===== src/rtl/dma_vram_fill_pkg.sv =====
// rtl/dma_vram_fill_pkg.sv - shared command modes, FSM states and text attribute bit positions
package dma_vram_fill_pkg;

    typedef enum logic [1:0] {
        MODE_FILL   = 2'd0,
        MODE_INCR   = 2'd1,
        MODE_PUTC   = 2'd2,
        MODE_SETCUR = 2'd3
    } cmd_mode_e;

    typedef enum logic [1:0] {
        ST_IDLE,
        ST_RUN,
        ST_DONE
    } fill_state_e;

    // Attribute byte layout, also consumed by the text renderer
    localparam int ATTR_FG_B  = 0;
    localparam int ATTR_FG_G  = 1;
    localparam int ATTR_FG_R  = 2;
    localparam int ATTR_BG_B  = 4;
    localparam int ATTR_BG_G  = 5;
    localparam int ATTR_BG_R  = 6;
    localparam int ATTR_BLINK = 7;

endpackage


===== src/rtl/dma_vram_fill_if.sv =====
// rtl/dma_vram_fill_if.sv - command handshake bundle for the VRAM fill engine
interface dma_vram_fill_if #(
    parameter int ADR_W = 12
);
    logic             i_cmd_valid;
    logic             o_cmd_ready;
    logic [1:0]       i_cmd_mode;
    logic [7:0]       i_cmd_char;
    logic [7:0]       i_cmd_attr;
    logic [ADR_W-1:0] i_cmd_adr;
    logic [ADR_W-1:0] i_cmd_len;

    modport master (
        output i_cmd_valid, i_cmd_mode, i_cmd_char, i_cmd_attr, i_cmd_adr, i_cmd_len,
        input  o_cmd_ready
    );

    modport slave (
        input  i_cmd_valid, i_cmd_mode, i_cmd_char, i_cmd_attr, i_cmd_adr, i_cmd_len,
        output o_cmd_ready
    );
endinterface


===== src/rtl/dma_vram_fill_adr_wrap.sv =====
// rtl/dma_vram_fill_adr_wrap.sv - next screen cell address, wrapping at the last visible cell
module vram_adr_wrap #(
    parameter int ADR_W = 12,
    parameter int CELLS = 2400
) (
    input  logic [ADR_W-1:0] adr,
    output logic [ADR_W-1:0] adr_next
);
    localparam logic [ADR_W-1:0] LAST = ADR_W'(CELLS - 1);

    assign adr_next = (adr >= LAST) ? '0 : adr + ADR_W'(1);
endmodule


===== src/rtl/dma_vram_fill.sv =====
// rtl/dma_vram_fill.sv - text-mode VRAM/CRAM fill, increment, putc and cursor engine
module dma_vram_fill
    import dma_vram_fill_pkg::*;
#(
    parameter int COLS  = 80,
    parameter int ROWS  = 30,
    parameter int ADR_W = 12
) (
    input  logic             i_clk,
    input  logic             i_rst,
    dma_vram_fill_if.slave   cmd,
    output logic [7:0]       o_vram_data,
    output logic [7:0]       o_cram_data,
    output logic [ADR_W-1:0] o_vram_adr,
    output logic             o_vram_we,
    output logic [ADR_W-1:0] o_cursor_adr,
    output logic             o_cursor_on,
    output logic             o_busy,
    output logic             o_done
);
    localparam int               CELLS = COLS * ROWS;
    localparam logic [ADR_W-1:0] LAST  = ADR_W'(CELLS - 1);

    fill_state_e      state, state_nxt;
    cmd_mode_e        mode_q, cmd_mode;
    logic [ADR_W-1:0] cnt_q;
    logic [ADR_W-1:0] wr_adr_nxt, cur_adr_nxt, start_adr;
    logic             accept;

    vram_adr_wrap #(.ADR_W(ADR_W), .CELLS(CELLS)) u_wr_wrap (
        .adr      (o_vram_adr),
        .adr_next (wr_adr_nxt)
    );

    vram_adr_wrap #(.ADR_W(ADR_W), .CELLS(CELLS)) u_cur_wrap (
        .adr      (o_cursor_adr),
        .adr_next (cur_adr_nxt)
    );

    assign cmd_mode  = cmd_mode_e'(cmd.i_cmd_mode);
    // Off-screen start or cursor addresses are clamped to the first cell
    assign start_adr = (cmd.i_cmd_adr > LAST) ? '0 : cmd.i_cmd_adr;

    always_ff @(posedge i_clk or posedge i_rst) begin
        if (i_rst) begin
            state <= ST_IDLE;
        end else begin
            state <= state_nxt;
        end
    end

    always_comb begin
        state_nxt       = state;
        cmd.o_cmd_ready = 1'b0;
        o_busy          = 1'b0;
        o_done          = 1'b0;
        accept          = 1'b0;
        case (state)
            ST_IDLE: begin
                cmd.o_cmd_ready = 1'b1;
                accept          = cmd.i_cmd_valid;
                if (accept) begin
                    state_nxt = (cmd_mode == MODE_SETCUR) ? ST_DONE : ST_RUN;
                end
            end
            ST_RUN: begin
                o_busy = 1'b1;
                if (cnt_q == '0) begin
                    state_nxt = ST_DONE;
                end
            end
            ST_DONE: begin
                o_done    = 1'b1;
                state_nxt = ST_IDLE;
            end
            default: state_nxt = ST_IDLE;
        endcase
    end

    // Write port registers: the accept edge issues the first write, RUN issues the rest
    always_ff @(posedge i_clk or posedge i_rst) begin
        if (i_rst) begin
            mode_q       <= MODE_FILL;
            cnt_q        <= '0;
            o_vram_we    <= 1'b0;
            o_vram_adr   <= '0;
            o_vram_data  <= '0;
            o_cram_data  <= '0;
            o_cursor_adr <= '0;
            o_cursor_on  <= 1'b1;
        end else begin
            o_vram_we <= 1'b0;
            if (accept) begin
                mode_q <= cmd_mode;
                cnt_q  <= (cmd_mode == MODE_PUTC) ? '0 : cmd.i_cmd_len;
                case (cmd_mode)
                    MODE_FILL, MODE_INCR: begin
                        o_vram_we   <= 1'b1;
                        o_vram_adr  <= start_adr;
                        o_vram_data <= cmd.i_cmd_char;
                        o_cram_data <= cmd.i_cmd_attr;
                    end
                    MODE_PUTC: begin
                        o_vram_we    <= 1'b1;
                        o_vram_adr   <= o_cursor_adr;
                        o_vram_data  <= cmd.i_cmd_char;
                        o_cram_data  <= cmd.i_cmd_attr;
                        o_cursor_adr <= cur_adr_nxt;
                    end
                    default: begin
                        o_cursor_adr <= start_adr;
                        o_cursor_on  <= cmd.i_cmd_char[0];
                    end
                endcase
            end else if (state == ST_RUN && cnt_q != '0) begin
                o_vram_we  <= 1'b1;
                o_vram_adr <= wr_adr_nxt;
                cnt_q      <= cnt_q - ADR_W'(1);
                if (mode_q == MODE_INCR) begin
                    o_vram_data <= o_vram_data + 8'd1;
                end
            end
        end
    end
endmodule


===== src/flat_wrapper.sv =====
// flat-port wrapper written by rule: the top's interface ports become plain ports
module dma_vram_fill_flat import dma_vram_fill_pkg::*;
#(
    parameter int COLS  = 80,
    parameter int ROWS  = 30,
    parameter int ADR_W = 12
)
  (i_clk, i_rst, o_vram_data, o_cram_data, o_vram_adr, o_vram_we, o_cursor_adr, o_cursor_on, o_busy, o_done, cmd_i_cmd_valid, cmd_i_cmd_mode, cmd_i_cmd_char, cmd_i_cmd_attr, cmd_i_cmd_adr, cmd_i_cmd_len, cmd_o_cmd_ready);
  dma_vram_fill_if #(.ADR_W(ADR_W)) cmd_i ();
  input  logic i_clk;
  input  logic i_rst;
  output logic [7:0] o_vram_data;
  output logic [7:0] o_cram_data;
  output logic [ADR_W-1:0] o_vram_adr;
  output logic o_vram_we;
  output logic [ADR_W-1:0] o_cursor_adr;
  output logic o_cursor_on;
  output logic o_busy;
  output logic o_done;
  input wire logic [$bits(cmd_i.i_cmd_valid)-1:0] cmd_i_cmd_valid;
  input wire logic [$bits(cmd_i.i_cmd_mode)-1:0] cmd_i_cmd_mode;
  input wire logic [$bits(cmd_i.i_cmd_char)-1:0] cmd_i_cmd_char;
  input wire logic [$bits(cmd_i.i_cmd_attr)-1:0] cmd_i_cmd_attr;
  input wire logic [$bits(cmd_i.i_cmd_adr)-1:0] cmd_i_cmd_adr;
  input wire logic [$bits(cmd_i.i_cmd_len)-1:0] cmd_i_cmd_len;
  output wire logic [$bits(cmd_i.o_cmd_ready)-1:0] cmd_o_cmd_ready;
  assign cmd_i.i_cmd_valid = cmd_i_cmd_valid;
  assign cmd_i.i_cmd_mode = cmd_i_cmd_mode;
  assign cmd_i.i_cmd_char = cmd_i_cmd_char;
  assign cmd_i.i_cmd_attr = cmd_i_cmd_attr;
  assign cmd_i.i_cmd_adr = cmd_i_cmd_adr;
  assign cmd_i.i_cmd_len = cmd_i_cmd_len;
  assign cmd_o_cmd_ready = cmd_i.o_cmd_ready;
  dma_vram_fill #(.COLS(COLS), .ROWS(ROWS), .ADR_W(ADR_W)) u_core (.i_clk(i_clk), .i_rst(i_rst), .cmd(cmd_i), .o_vram_data(o_vram_data), .o_cram_data(o_cram_data), .o_vram_adr(o_vram_adr), .o_vram_we(o_vram_we), .o_cursor_adr(o_cursor_adr), .o_cursor_on(o_cursor_on), .o_busy(o_busy), .o_done(o_done));
endmodule

===== config.mk =====
export PLATFORM = sky130hd
export DESIGN_NAME = dma_vram_fill_flat
export DESIGN_NICKNAME = d
export VERILOG_FILES = /design/src/rtl/dma_vram_fill_pkg.sv /design/src/rtl/dma_vram_fill_if.sv /design/src/rtl/dma_vram_fill_adr_wrap.sv /design/src/rtl/dma_vram_fill.sv /design/src/flat_wrapper.sv
export SDC_FILE = /design/constraint.sdc
export NUM_CORES = 1
export LEC_CHECK = 0
export BUFFER_PORTS_ARGS = -buffer_cell sky130_fd_sc_hd__buf_2
export CAP_MARGIN = 20
export CORE_ASPECT_RATIO = 0.75
export CORE_MARGIN = 2
export CORE_UTILIZATION = 53
export CTS_CLUSTER_DIAMETER = 80
export DETAILED_ROUTE_END_ITERATION = 8
export HOLD_SLACK_MARGIN = 0.05
export MAX_ROUTING_LAYER = met4
export PLACE_DENSITY = 0.8
export SLEW_MARGIN = 30
export SYNTH_ARGS = -nofsm -noshare
export SYNTH_HDL_FRONTEND = slang
export SYNTH_SLANG_ARGS = --single-unit

===== constraint.sdc =====
create_clock -name i_clk -period 3.1 [get_ports i_clk]
set_input_delay 0.155 -clock i_clk [delete_from_list [all_inputs] [get_ports i_clk]]
set_output_delay 0.155 -clock i_clk [all_outputs]
set_load 0.02 [all_outputs]

==> results of run 1 <==
[layout make-up]
cell class | instances | area [um2] | area share
timing repair buffer | 113 | 670.6 | 0.1550
multi-input combinational | 309 | 1861 | 0.4299
sequential | 58 | 1453 | 0.3356
clock inverter | 7 | 55.05 | 0.01272
inverter | 17 | 63.81 | 0.01474
tap | 81 | 101.3 | 0.02342
clock buffer | 9 | 123.9 | 0.02862
[placed cells by master (no fill, tap or decap), types with 6 or more instances in the layout]
cell,synthesis,routed
sky130_fd_sc_hd__nor4_1,6,6
sky130_fd_sc_hd__nand2_1,59,59
sky130_fd_sc_hd__o21ai_0,22,22
sky130_fd_sc_hd__dfrtp_1,57,57
sky130_fd_sc_hd__nand3_1,32,32
sky130_fd_sc_hd__xor2_1,7,7
sky130_fd_sc_hd__dlygate4sd3_1,0,18
sky130_fd_sc_hd__a22o_1,6,6
sky130_fd_sc_hd__a21oi_1,27,27
sky130_fd_sc_hd__clkbuf_8,0,9
sky130_fd_sc_hd__inv_1,17,16
sky130_fd_sc_hd__o31ai_1,6,6
sky130_fd_sc_hd__buf_2,2,89
sky130_fd_sc_hd__buf_4,1,6
sky130_fd_sc_hd__nor2b_1,6,6
sky130_fd_sc_hd__a21o_1,6,6
sky130_fd_sc_hd__o22ai_1,14,14
sky130_fd_sc_hd__a22oi_1,7,7
sky130_fd_sc_hd__nor3_1,12,12
sky130_fd_sc_hd__nor2_1,21,21
[kinds of logic after synthesis]
logic type                 Yosys count  share of synthesized area
adders and majority gates            5                    0.01804
buffers and inverters               39                    0.04618
DFF                                 58                     0.4188
AOI/OAI and AO/OA                  120                     0.2352
muxes                                1                   0.003247
xor gates and xnor gates            10                    0.02525
and+or+nand+nor                    173                     0.2533
[timing repair]
action / CTS / global route
hold endpoints to repair: 52 / 0
hold buffers: 18 / 0
buffers inserted: 0 / 0
[how the worst max path moves through the flow]
| stage | from | end | slack (ns) | depth (start not counted) |
|---|---|---|---|---|
| detailed placement | u_core.cnt_q[0]$_DFFE_PP0P_ | u_core.o_vram_adr[3]$_DFFE_PP0P_ | 0.60 | 7 |
| floorplan | u_core.o_cursor_adr[0]$_DFFE_PP0P_ | u_core.o_cursor_adr[6]$_DFFE_PP0P_ | 0.88 | 7 |
| global placement | u_core.cnt_q[0]$_DFFE_PP0P_ | u_core.o_vram_adr[3]$_DFFE_PP0P_ | 0.68 | 7 |
| CTS | u_core.cnt_q[0]$_DFFE_PP0P_ | u_core.o_vram_adr[3]$_DFFE_PP0P_ | 0.60 | 7 |
| global route | u_core.cnt_q[0]$_DFFE_PP0P_ | u_core.o_vram_adr[7]$_DFFE_PP0P_ | 0.48 | 8 |
| finish | u_core.cnt_q[0]$_DFFE_PP0P_ | u_core.o_vram_adr[3]$_DFFE_PP0P_ | 0.59 | 7 |
[registers in the layout (all words and copies together), names as in the netlist]
| signal | cells |
|---|---|
| u_core.state | 2 |
| u_core.o_cursor_on | 1 |
| u_core.o_vram_data | 8 |
| u_core.o_vram_adr | 12 |
| u_core.cnt_q | 12 |
| u_core.o_cursor_adr | 12 |
| u_core.o_vram_we | 1 |
| u_core.mode_q | 2 |
| u_core.o_cram_data | 8 |
[worst max-delay path: stages (launching register included)]
cell                      delay [ns]
sky130_fd_sc_hd__dfrtp_1        0.40
sky130_fd_sc_hd__inv_1          0.09
sky130_fd_sc_hd__ha_1           0.15
sky130_fd_sc_hd__or3b_2         0.49
sky130_fd_sc_hd__o41a_4         0.55
sky130_fd_sc_hd__nor2_8         0.26
sky130_fd_sc_hd__nor2_2         0.08
sky130_fd_sc_hd__a221o_1        0.36
[per-layer routing]
metal	up-vias	routed length [um]	global-route usage
met5	-	0	-
met4	0	116	0.08796
met3	16	979	0.07331
met2	208	4493	0.4291
met1	1739	4524	0.3994
li1	1706	-	-
[report_power, final]
group | internal [mW] | switching, mW
clock | 0.293 | 0.347
sequential | 1.11 | 0.442
combinational | 0.715 | 1.23
[stage by stage]
| stage | power [mW] | instances | worst slack [ns] | hold WS (ns) |
|---|---|---|---|---|
| finish | 4.129 | 594 | 0.5895 | 0.05820 |
| global route | 4.407 | 594 | 0.4839 | 0.05522 |
| CTS | 4.116 | 594 | 0.5993 | 0.05261 |
| detailed placement | 3.448 | 560 | 0.6038 | 0.3492 |
| global placement | 3.361 | 560 | 0.6799 | 0.3420 |
| floorplan | 2.829 | 406 | 0.8844 | 0.2604 |
==> load_flow_metrics.sql, run 1 <==
INSERT INTO impl_metrics (metric_group, metric, value, unit) VALUES
('worst_setup_path', 'worst_r2r_startpoint', 'u_core.cnt_q[0]$_DFFE_PP0P_', ''),
('timing', 'max_clock_freq', '398.3', 'MHz'),
('logic_synthesis', 'synthesis.nets', '456', ''),
('clock_network', 'cts_num_sinks', '58', ''),
('grt', 'grt_antenna_before_repair', '0', ''),
('timing', 'timing.final.crit_period', '2.510', 'ns'),
('job', 'max_cap_violations', '0', ''),
('worst_setup_path', 'cp.required', '3.33', 'ns'),
('grt', 'global_route.usage.total', '0.2905', ''),
('clock_network', 'cts_repair_resize_count', '0', ''),
('run_status', 'outcome', 'finished clean', ''),
('logic_synthesis', 'synth.area.top_cells', 'sky130_fd_sc_hd__dfrtp_1 41%, sky130_fd_sc_hd__nand2_1 6.4%, sky130_fd_sc_hd__nand3_1 4.6%', ''),
('worst_hold_path', 'hold_path_start', 'cmd_i_cmd_len[8]', ''),
('logic_synthesis', 'ys.warnings.count', '0', ''),
('logic_synthesis', 'yosysMostFrequentCell', 'sky130_fd_sc_hd__nand2_1', ''),
('worst_setup_path', 'setup.worst_path.start_class', 'register', ''),
('finish', 'nNetsFinal', '558', ''),
('floorplanning', 'ios', '90', ''),
('worst_hold_path', 'min_delay_worst_endpoint', 'u_core.cnt_q[8]$_DFFE_PP0P_', ''),
('grt', 'grt_pass1_wl', '16110', 'um'),
('grt', 'gr-total-overflow', '0', ''),
('timing', 'finClkSkew', '0.008821', 'ns'),
('floorplanning', 'start_util', '0.5489', ''),
('finish', 'syn2layout_area_growth', '24.78', '%'),
('timing', 'timing_max_transition_violations_final', '0', ''),
('placement', 'detailedPlacementHpwl', '6968', 'um'),
('logic_synthesis', 'synth.distinct_cells', '63', ''),
('worst_setup_path', 'critical_path.max_fanout', '19', ''),
('worst_hold_path', 'hold-path-cell-count', '3', ''),
('route', 'post-route-drc-count', '0', ''),
('timing', 'report.final.setup_viol', '0', ''),
('route', 'detailed_route_wire_length', '10110', 'um'),
('route', 'antenna_violating_nets_remaining', '0', ''),
('clock_network', 'tritoncts', 'done', ''),
('finish', 'final_layout_size_suffix_gt1_frac', '0.2495', ''),
('worst_setup_path', 'rr_worst_depth', '7', ''),
('finish', 'diodes', '0', ''),
('power', 'vdd_drop_max', '0.4926', 'mV'),
('worst_setup_path', 'setup_slack_on_the_worst_flop_to_flop_path', '0.59', 'ns'),
('worst_hold_path', 'min_path_type', 'in -> reg', ''),
('logic_synthesis', 'ys_dominant_reg_cell', 'sky130_fd_sc_hd__dfrtp_1', ''),
('clock_network', 'depth_of_the_cts_h_tree', '3', ''),
('grt', 'grt_start_max_net_pins', '39', ''),
('logic_synthesis', 'ys_seq_elements', '58', ''),
('route', 'drt_pass1_iterations', '5', ''),
('floorplanning', 'die_area', '7214', 'um2'),
('logic_synthesis', 'synth_top_cell_area_share', '0.4113', ''),
('route', 'detailroute.via_count', '3669', ''),
('placement', 'placed_cell_area', '3969', 'um2'),
('logic_synthesis', 'synthesis.instances', '406', ''),
('placement', 'routabilityCongestion', '0.9844', ''),
('floorplanning', 'core.rowCount', '25', ''),
('power', 'power.static_leakage', '1.932', 'nW'),
('power', 'pwr_density_cell', '954.1', 'nW/um2'),
('timing', 'max-slew-margin-rel', '0.4338', ''),
('clock_network', 'clock_latency', '0.35', 'ns'),
('logic_synthesis', 'yosys-top-cells-count', '59 x sky130_fd_sc_hd__nand2_1, 57 x sky130_fd_sc_hd__dfrtp_1, 32 x sky130_fd_sc_hd__nand3_1', ''),
('worst_setup_path', 'critical_path_arrival', '2.74', 'ns'),
('finish', 'fill_cells', '544', ''),
('logic_synthesis', 'cell_taking_the_most_area_after_synthesis', 'sky130_fd_sc_hd__dfrtp_1', ''),
('finish', 'fin_area', '4328', 'um2'),
('logic_synthesis', 'synthArstFlopShare', '1.000', ''),
('logic_synthesis', 'syn_area_per_cell', '8.543', 'um2'),
('floorplanning', 'core-area', '6319', 'um2'),
('clock_network', 'clk_transition_reported_paths', '0.07', 'ns'),
('grt', 'grt_pass1_vias', '3296', ''),
('logic_synthesis', 'syn_area', '3468', 'um2'),
('timing', 'final_hold_viol_count', '0', ''),
('clock_network', 'clockBufferDepth', '2', ''),
('clock_network', 'clk_root_buffer_cell', 'sky130_fd_sc_hd__clkbuf_8', ''),
('timing', 'timing.final.crit_share', '0.8098', '');
Power figures use the tool's default switching activity.
==> inputs of run 2 (changes only) <==
CORE_UTILIZATION = 48   (was 53)
PLACE_DENSITY = 0.76   (was 0.8)
clock period = 2.2 ns   (was 3.1 ns; I/O delays follow)
==> run 2 against run 1 <==
  * Register-to-register slack lost 0.54 ns
  * Hold slack gained 0.0045 ns
  * Count of clock-buffer cells in the layout is the same
  * Largest power group unchanged
  * Critical path type unchanged
  * Largest cell class unchanged
  * Worst setup slack lost 0.54 ns
  * Via count grew 5.3%
  * Sequential power grew 30%
==> load_flow_metrics.sql, run 2 (synthesis results as in run 1) <==
INSERT INTO impl_metrics (metric_group, metric, value, unit) VALUES
('route', 'drt_iter0_drc', '278', ''),
('worst_setup_path', 'criticalPathCategory', 'reg -> reg', ''),
('floorplanning', 'die_height', '77.62', 'um'),
('finish', 'stdcell_count', '659', ''),
('placement', 'routabilityCongestion', '0.9592', ''),
('timing', 'timing.final.crit_share', '0.9758', ''),
('worst_setup_path', 'setup.worst_path.start_class', 'register', ''),
('floorplanning', 'start_util', '0.5029', ''),
('clock_network', 'tritoncts', 'done', ''),
('clock_network', 'cts_num_sinks', '58', ''),
('timing', 'final_hold_viol_count', '0', ''),
('finish', 'fill_cells', '576', ''),
('timing', 'timing_worst_slew_pin_value', '0.6284', 'ns'),
('clock_network', 'clockBufferDepth', '2', ''),
('clock_network', 'clock_latency', '0.35', 'ns'),
('timing', 'timing_max_transition_violations_final', '0', ''),
('finish', 'top_regs', 'u_core.cnt_q: 12 flops, u_core.o_cursor_adr: 12 flops, u_core.o_vram_adr: 12 flops', ''),
('worst_hold_path', 'hold_path_start', 'cmd_i_cmd_char[1]', ''),
('floorplanning', 'die_area', '7929', 'um2'),
('grt', 'global_route.usage.total', '0.3058', ''),
('timing', 'hold_ws', '0.06272', 'ns'),
('worst_setup_path', 'worst_r2r_startpoint', 'u_core.cnt_q[6]$_DFFE_PP0P_', ''),
('power', 'pwr_density_cell', '1337', 'nW/um2'),
('worst_setup_path', 'slowest_delay', '0.55', 'ns'),
('worst_setup_path', 'startpoint_of_the_worst_setup_timing_path', 'u_core.cnt_q[6]$_DFFE_PP0P_', ''),
('timing', 'layout_setup_ws', '0.05326', 'ns'),
('finish', 'final_layout_size_suffix_gt1_frac', '0.3102', ''),
('timing', 'rsz0062_at_grt', 'yes', ''),
('timing', 'timing.final.crit_period', '2.147', 'ns'),
('route', 'detailed_route_wire_length', '11210', 'um'),
('route', 'drt_pass1_iterations', '5', ''),
('placement', 'dp_worst_setup_slack', '-0.1214', 'ns'),
('grt', 'grt_antenna_before_repair', '0', ''),
('power', 'power.static_leakage', '2.189', 'nW'),
('finish', 'diodes', '0', ''),
('run_status', 'outcome', 'finished clean', ''),
('finish', 'nNetsFinal', '606', ''),
('worst_setup_path', 'critPathCaptureType', 'register', ''),
('finish', 'final_common_cell', 'sky130_fd_sc_hd__buf_2', ''),
('power', 'design_power_total', '6.384', 'mW'),
('route', 'detailroute.via_count', '3862', ''),
('power', 'vdd_drop_max', '0.6935', 'mV'),
('worst_setup_path', 'critical_path.max_fanout', '6', ''),
('floorplanning', 'core-area', '6897', 'um2'),
('grt', 'gr-total-overflow', '0', ''),
('floorplanning', 'die_w', '102.2', 'um'),
('clock_network', 'cts_inserted_buffers', '9', ''),
('grt', 'grt_pass1_wl', '18580', 'um'),
('worst_setup_path', 'cp_slowest_cell', 'sky130_fd_sc_hd__or4_4', ''),
('timing', 'setup-tns-final', '0', 'ns'),
('timing', 'finClkSkew', '0.007069', 'ns'),
('clock_network', 'clk_transition_reported_paths', '0.07', 'ns'),
('placement', 'port-buffer-count', '89', ''),
('worst_setup_path', 'path_cells', 'or4_4 -> o41a_4 -> buf_4 -> nand2_4 -> nor3_1 -> o31a_1', ''),
('timing', 'max-slew-margin-rel', '0.5779', ''),
('worst_setup_path', 'top_family_by_delay_on_critical_path', 'compound AO/OA/AOI/OAI gates', ''),
('worst_hold_path', 'min_path_type', 'in -> reg', ''),
('placement', 'detailedPlacementHpwl', '7824', 'um'),
('finish', 'multi_input_comb_area', '1886', 'um2'),
('timing', 'report.final.setup_viol', '0', ''),
('route', 'antenna_violating_nets_remaining', '0', ''),
('route', 'post_drt_wl_per_cell', '17.00', 'um'),
('finish', 'leading_cell_types_in_the_layout_fill_and_taps_excluded', '89 x sky130_fd_sc_hd__buf_2, 58 x sky130_fd_sc_hd__nand2_1, 56 x sky130_fd_sc_hd__dfrtp_1', ''),
('route', 'post-route-drc-count', '0', ''),
('worst_setup_path', 'cp.required', '2.43', 'ns'),
('clock_network', 'cts.repair_timing.setup_buffer_count', '0', ''),
('clock_network', 'clk_root_buffer_cell', 'sky130_fd_sc_hd__clkbuf_8', ''),
('grt', 'grt_start_max_net_pins', '45', ''),
('worst_setup_path', 'critical_path_arrival', '2.38', 'ns'),
('job', 'max_cap_violations', '0', ''),
('placement', 'dpl.cell_count', '618', ''),
('floorplanning', 'core.rowCount', '26', ''),
('worst_setup_path', 'critical_path.n_buffers_inverters', '1', ''),
('timing', 'max_clock_freq', '465.8', 'MHz'),
('finish', 'seq_area', '1454', 'um2'),
('grt', 'grt_pass1_vias', '3777', ''),
('clock_network', 'depth_of_the_cts_h_tree', '3', ''),
('route', 'post_detailed_route_via_to_cell_ratio', '5.860', ''),
('finish', 'syn2layout_area_growth', '37.63', '%'),
('floorplanning', 'ios', '90', '');
==> run 2: cell types whose count changed in the layout (fill, tap and decap cells not counted), moves of 2 or more <==
| cell | delta |
|---|---|
| sky130_fd_sc_hd__clkinvlp_4 | -3 |
| sky130_fd_sc_hd__buf_6 | +2 |
| sky130_fd_sc_hd__dlygate4sd3_1 | +7 |
| sky130_fd_sc_hd__buf_4 | +38 |
| sky130_fd_sc_hd__clkinv_4 | +2 |
==> run 2: repair_timing <==
action                                  4_1_cts  5_1_grt
pin swaps                                     1        0
endpoints found under the setup margin       10        6
endpoints found under the hold margin        38        0
hold buffers                                 25        0
gates resized for setup                       3        5
==> run 2: metal layers <==
| layer | vias to the layer above | GRT usage | part of all wire |
|---|---|---|---|
| met3 | 26 | 0.07928 | 0.095 |
| met2 | 207 | 0.4421 | 0.45 |
| li1 | 1797 | - | - |
| met4 | 0 | 0.07600 | 0.016 |
| met5 | - | - | 0 |
| met1 | 1832 | 0.4310 | 0.44 |
==> run 2: tightest hold or removal path: stages <==
cell and delay, ns:
sky130_fd_sc_hd__buf_2 0.07, sky130_fd_sc_hd__o22ai_1 0.08, sky130_fd_sc_hd__nor2_1 0.10
==> run 2: layout make-up <==
type | instances | share of cell area
Timing Repair Buffer | 161 | 0.2239
Multi-Input combinational cell | 309 | 0.3950
Inverter | 17 | 0.01337
Sequential cell | 58 | 0.3046
Tap cell | 98 | 0.02569
Clock inverter | 7 | 0.01153
Clock buffer | 9 | 0.02595
==> run 2: final timing paths <==
path                                                 endpoint  slack, ns  cells after the start
max                         u_core.o_vram_data[7]$_DFFE_PP0P_       0.05                      6
min                         u_core.o_vram_data[1]$_DFFE_PP0P_       0.06                      3
max reg2reg                 u_core.o_vram_data[7]$_DFFE_PP0P_       0.05                      6
min reg2reg                 u_core.o_cram_data[0]$_DFFE_PP0P_       0.47                      2
max in group asynchronous      u_core.o_cursor_on$_DFFE_PP1P_       1.29                      4
min in group asynchronous  u_core.o_cursor_adr[6]$_DFFE_PP0P_       0.28                      3
==> run 2: stage by stage <==
| stage | utilization | instance area, um2 |
|---|---|---|
| 6_report | 0.6921 | 4773 |
| 5_1_grt | 0.6921 | 4773 |
| 4_1_cts | 0.6892 | 4753 |
| 3_5_place_dp | 0.6252 | 4312 |
| 3_3_place_gp | 0.6252 | 4312 |
| 2_1_floorplan | - | 3470 |
==> run 2: power by group <==
| part | internal (mW) | switching [mW] | leakage (nW) |
|---|---|---|---|
| clock | 0.415 | 0.496 | 0.0858 |
| sequential | 1.56 | 0.453 | 0.715 |
| combinational | 1.39 | 2.07 | 1.39 |
